### src/rtl/serial_pattern_detect.sv
`timescale 1ns/1ps
`default_nettype none
// ============================================================================
//  Module      : serial_pattern_detect
//  Description : Serial bit-pattern detector. Programmable LEN-bit pattern
//                with a per-bit don't-care mask, overlapping or
//                non-overlapping match mode, valid-qualified serial input and
//                a saturating match counter with sticky overflow flag.
//  Ports       : sys_clk, rst (async, active-low)
//                enable, dat_valid, dat_in        - serial input side
//                cfg_we, cfg_pattern, cfg_mask,
//                cfg_overlap                      - configuration load
//                clr_cnt                          - counter clear
//                find                             - one-cycle match pulse
//                match_cnt, cnt_ovf               - match statistics
//  Revision    : 1.0 - initial release
// ============================================================================
module serial_pattern_detect #(
    parameter int             LEN     = 8,
    parameter int             CNT_W   = 16,
    parameter logic [LEN-1:0] PAT_RST = LEN'(8'hD3),
    parameter logic [LEN-1:0] MSK_RST = '1,
    parameter logic           OVL_RST = 1'b1
) (
    input  logic             sys_clk,
    input  logic             rst,
    input  logic             enable,
    input  logic             dat_valid,
    input  logic             dat_in,
    input  logic             cfg_we,
    input  logic [LEN-1:0]   cfg_pattern,
    input  logic [LEN-1:0]   cfg_mask,
    input  logic             cfg_overlap,
    input  logic             clr_cnt,
    output logic             find,
    output logic [CNT_W-1:0] match_cnt,
    output logic             cnt_ovf
);

    localparam int             FC_W       = $clog2(LEN + 1);
    localparam logic [FC_W-1:0] C_LEN     = FC_W'(LEN);
    localparam logic [FC_W-1:0] C_LEN_M1  = FC_W'(LEN - 1);
    localparam logic [CNT_W-1:0] C_CNT_MAX = '1;

    typedef enum logic [1:0] {
        ST_IDLE = 2'd0,
        ST_FILL = 2'd1,
        ST_HUNT = 2'd2
    } state_t;

    state_t           r_state;
    state_t           w_state_nxt;
    logic [FC_W-1:0]  r_fcnt;
    logic [FC_W-1:0]  w_fcnt_nxt;
    logic [FC_W-1:0]  w_fcnt_inc;
    // Only the LEN-1 most recent bits are kept; the incoming bit completes
    // the LEN-bit comparison window.
    logic [LEN-2:0]   r_sreg;
    logic [LEN-1:0]   r_pattern;
    logic [LEN-1:0]   r_mask;
    logic             r_overlap;
    logic             r_find;
    logic [CNT_W-1:0] r_cnt;
    logic             r_ovf;

    logic             w_accept;
    logic [LEN-1:0]   w_nxt;
    logic             w_hit;

    // A bit presented in a configuration cycle is dropped with the history.
    assign w_accept   = enable & dat_valid & ~cfg_we;
    assign w_nxt      = {r_sreg, dat_in};
    assign w_hit      = w_accept && (r_state == ST_HUNT) &&
                        (((w_nxt ^ r_pattern) & r_mask) == '0);
    assign w_fcnt_inc = (w_accept && (r_fcnt != C_LEN)) ? r_fcnt + FC_W'(1) : r_fcnt;

    // ------------------------------------------------------------------
    // Next-state / fill-count logic
    // ------------------------------------------------------------------
    always_comb begin
        w_state_nxt = r_state;
        w_fcnt_nxt  = r_fcnt;
        if (!enable) begin
            w_state_nxt = ST_IDLE;
            w_fcnt_nxt  = '0;
        end else if (cfg_we) begin
            w_state_nxt = ST_FILL;
            w_fcnt_nxt  = '0;
        end else begin
            case (r_state)
                ST_IDLE, ST_FILL: begin
                    // Comparison starts once LEN-1 bits of history exist; the
                    // LEN-th bit is then checked as it arrives.
                    w_fcnt_nxt  = w_fcnt_inc;
                    w_state_nxt = (w_fcnt_inc >= C_LEN_M1) ? ST_HUNT : ST_FILL;
                end
                ST_HUNT: begin
                    if (w_hit && !r_overlap) begin
                        w_state_nxt = ST_FILL;
                        w_fcnt_nxt  = '0;
                    end else begin
                        w_fcnt_nxt  = w_fcnt_inc;
                    end
                end
                default: begin
                    w_state_nxt = ST_IDLE;
                    w_fcnt_nxt  = '0;
                end
            endcase
        end
    end

    // ------------------------------------------------------------------
    // State, history and configuration registers
    // ------------------------------------------------------------------
    always_ff @(posedge sys_clk or negedge rst) begin
        if (!rst) begin
            r_state   <= ST_IDLE;
            r_fcnt    <= '0;
            r_sreg    <= '0;
            r_pattern <= PAT_RST;
            r_mask    <= MSK_RST;
            r_overlap <= OVL_RST;
            r_find    <= 1'b0;
        end else begin
            r_state <= w_state_nxt;
            r_fcnt  <= w_fcnt_nxt;
            r_find  <= w_hit;
            if (cfg_we) begin
                r_sreg    <= '0;
                r_pattern <= cfg_pattern;
                r_mask    <= cfg_mask;
                r_overlap <= cfg_overlap;
            end else if (w_accept) begin
                r_sreg <= w_nxt[LEN-2:0];
            end
        end
    end

    // ------------------------------------------------------------------
    // Saturating match counter; a hit coinciding with a clear is kept.
    // ------------------------------------------------------------------
    always_ff @(posedge sys_clk or negedge rst) begin
        if (!rst) begin
            r_cnt <= '0;
            r_ovf <= 1'b0;
        end else if (clr_cnt) begin
            r_cnt <= w_hit ? CNT_W'(1) : '0;
            r_ovf <= 1'b0;
        end else if (w_hit) begin
            if (r_cnt == C_CNT_MAX) begin
                r_ovf <= 1'b1;
            end else begin
                r_cnt <= r_cnt + CNT_W'(1);
            end
        end
    end

    assign find      = r_find;
    assign match_cnt = r_cnt;
    assign cnt_ovf   = r_ovf;

endmodule
`default_nettype wire
### config.mk
export PLATFORM = sky130hd
export DESIGN_NAME = serial_pattern_detect
export DESIGN_NICKNAME = d
export VERILOG_FILES = /design/src/rtl/serial_pattern_detect.sv
export SDC_FILE = /design/constraint.sdc
export NUM_CORES = 1
export LEC_CHECK = 0
export CORE_MARGIN = 2
export CORE_UTILIZATION = 50
export CTS_BUF_LIST = sky130_fd_sc_hd__clkbuf_8
export DETAILED_ROUTE_END_ITERATION = 16
export PLACE_DENSITY = 0.76
export SYNTH_ARGS = -nofsm -noshare
export SYNTH_HDL_FRONTEND = slang
export SYNTH_SLANG_ARGS = --single-unit
### constraint.sdc
create_clock -name sys_clk -period 4.1 [get_ports sys_clk]
set_input_delay 0.615 -clock sys_clk [delete_from_list [all_inputs] [get_ports sys_clk]]
set_output_delay 0.615 -clock sys_clk [all_outputs]
set_load 0.005 [all_outputs]
==> flow_summary_export.csv <==
group,metric,value,unit
status,status,"completed",
sta,finalSetupViolations,0,
route,drt_wl_total,4.94,mm
route,via_per_inst,5.67,
route,ant_nets,0,
layout,stdcell_count,344,
sta,finClkSkew,0.0178,ns
synthesis,yosysSeqAreaShare,0.499,
layout,drive_gt1_frac,0.166,
sta,hold_violations,0,
critical_path,crit_family,"buffers and inverters",
cts,cts_setup_buffers,0,
layout,utilization,0.632,
pwr,p_total,0.881,mW
floorplan,ios,42,
critical_path,path_cells,"clkdlybuf4s50_1 > nand2_2 > a2111oi_2 > nand3_1 > buf_4 > nor4b_1 > mux2_2",
critical_path,path_buf_inv,2,
place,hpwl,3.46,mm
route,drt_iter0_drc,133,
sta,slew-limit-headroom,0.301,
critical_path,arrival,2.83,ns
critical_path,worst_ep_required_time,4.30,ns
layout,area_growth,22.1,%
sta,min_period,2.63,ns
synthesis,yosysWarnings,0,
sta,fin_crit_sh,0.641,
cts,cts_buffer_depth,2,
pwr,p_leak,1.14,nW
route,drc,0,
layout,n_antenna_cell,0,
cts,cts_inserted_buffers,5,
cts,post_cts_resized,0,
synthesis,synthesis.area,0.00244,sq mm
layout,layout.nets,303,
synthesis,syn_avg_cell_area,10.3,sq um
place,gp_congestion,0.803,
critical_path,start_kind,"input port",
route,dr.pass1.iters,4,
sta,max_freq,0.380,GHz
grt,grt_max_degree,49,
floorplan,die-area,0.00546,sq mm
critical_path,path_max_fanout,32,
grt,grt_pass1_wl,8.57,mm
critical_path,end_kind,"register",
grt,grt_pass1_vias,1867,
critical_path,critical_path.max_stage_delay,0.54,ns
critical_path,slowest_stage,"clkdlybuf4s50_1",
synthesis,synth.net_count,264,
floorplan,fp.dieW,73.9,um
cts,cts_tree,"yes",
pwr,powerDensity,295,mW/mm^2
cts,worst_skew_pair.late_latency,0.31,ns
cts,clock_sinks,48,
run,drv_cap,0,
sta,timing.setup.tns,0,ns
place,dpl.cell_count,336,
cts,h-tree-depth,2,
layout,num-fill-cells,388,
synthesis,synth.distinct_cells,43,
place,io_buffers,41,
synthesis,ys.flop_type,"dfrtp_1",
pwr,ir_worst_vdd,0.219,mV
cts,clk_pin_slew,0.10,ns
cts,ctsHoldBuffers,0,
sta,tightest_slew,1.05,ns
floorplan,die_height,73.9,um
route,wl_per_cell,14.4,um
floorplan,start_util,0.517,
synthesis,ys_async_sr_fraction,1.00,
sta,rsz0062_at_grt,"false",
floorplan,std_cell_rows,25,
synthesis,synth_edf_count,0,
critical_path,path_class,"in2reg",
grt,antenna_found_initial,0,
grt,gr-total-overflow,0,
sta,hold_ws,0.484,ns
hold_path,hold_class,"in2async",
floorplan,core,0.00472,sq mm
sta,finalMaxSlewViolations,0,
synthesis,syn_inst,237,
cts,clockRootBuffer,"clkbuf_8",
grt,grt.total_usage,0.203,
route,routed-via-count,1949,
synthesis,ys_ff_latch,48,
layer usage:
layer / wire, um / GRT usage
met1: 2180 / 0.265
met2: 2450 / 0.333
met5: 0 / 0
met4: 55 / 0.0707
met3: 252 / 0.0466
final cells by class:
cell class | instances | area (sq um) | area share
Clock buffer | 5 | 68.8 | 0.0231
Clock inverter | 3 | 12.5 | 0.00419
Inverter | 5 | 18.8 | 0.00629
Multi-Input combinational cell | 172 | 1150 | 0.386
Sequential cell | 48 | 1220 | 0.409
Tap cell | 67 | 83.8 | 0.0281
Timing Repair Buffer | 44 | 428 | 0.143
power by group:
part | leakage, nW | switching, mW | total, mW | internal [mW]
combinational | 0.476 | 0.0470 | 0.0936 | 0.0466
clock | 0.0505 | 0.158 | 0.273 | 0.115
sequential | 0.613 | 0.0126 | 0.515 | 0.502
cells in the mapped netlist, types with 4 or more instances:
cell type / instances / area share
nand3_1: 7 / 0.014
o31ai_1: 11 / 0.034
inv_1: 5 / 0.0077
nor2_1: 12 / 0.018
nor3_1: 4 / 0.0082
o21ai_0: 5 / 0.010
nand4_1: 8 / 0.020
dfrtp_1: 34 / 0.35
mux2_2: 19 / 0.088
dfstp_2: 14 / 0.15
xor2_1: 11 / 0.039
a21oi_1: 21 / 0.043
or4_1: 10 / 0.031
nand2_1: 26 / 0.040
clkbuf_1: 8 / 0.012
nand2b_1: 4 / 0.010
stage by stage:
step | setup WS [ns] | area [sq um]
floorplan | 1.88 | 2440
global placement | 1.25 | 2900
detailed placement | 1.17 | 2900
CTS | 1.51 | 2980
global route | 1.41 | 2980
finish | 1.47 | 2980
cells in the final DEF, fill, tap and decap left out, types with 3 or more instances in the layout:
cell type	instances
ha_1	3
nor3_1	4
buf_4	3
nor2b_1	3
nor2_1	12
nand3_1	7
clkdlybuf4s50_1	40
a22oi_1	3
a211oi_1	3
nand2b_1	4
or3_1	3
nand4_1	8
xor2_1	11
o31ai_1	11
dfstp_2	14
dfrtp_1	34
nand2_1	26
o21ai_0	5
inv_1	7
mux2_2	19
a21oi_1	21
or4_1	10
clkbuf_8	5
sequential cells by signal (all words and copies together) (netlist names):
name and flops:
r_pattern 8, r_fcnt 4, r_overlap 1, r_state 2, find 1, r_mask 8, match_cnt 16, r_sreg 7
cnt_ovf 1
worst paths after layout:
check / startpoint / endpoint / slack (ns) / depth (start not counted)
max in group asynchronous: rst / r_fcnt[1]$_DFF_PN0_ / 2.94 / 1
worst min-delay path: rst / match_cnt[15]$_DFFE_PN0P_ / 0.48 / 1
min in group sys_clk: cnt_ovf$_DFFE_PN0P_ / cnt_ovf$_DFFE_PN0P_ / 0.52 / 2
worst max-delay path: enable / match_cnt[12]$_DFFE_PN0P_ / 1.47 / 7
worst min register to register: cnt_ovf$_DFFE_PN0P_ / cnt_ovf$_DFFE_PN0P_ / 0.52 / 2
worst max register to register: match_cnt[0]$_DFFE_PN0P_ / match_cnt[7]$_DFFE_PN0P_ / 1.69 / 6
worst register-to-register path: stages, from the launching register on:
cell and delay [ns]:
dfrtp_1 0.44, ha_1 0.26, nand4_1 0.21, or4_1 0.70, nand3_1 0.31, nor3_1 0.11, mux2_2 0.29
logic make-up after synthesis:
family          after synthesis  share of synthesized area
buf+inv                      17                     0.0297
fa+ha+maj                     3                     0.0154
xor+xnor                     12                     0.0430
mux                          20                     0.0917
flops                        48                      0.499
compound gates               52                      0.140
simple gates                 85                      0.181
Note: power is estimated with default switching activity, not from simulation.
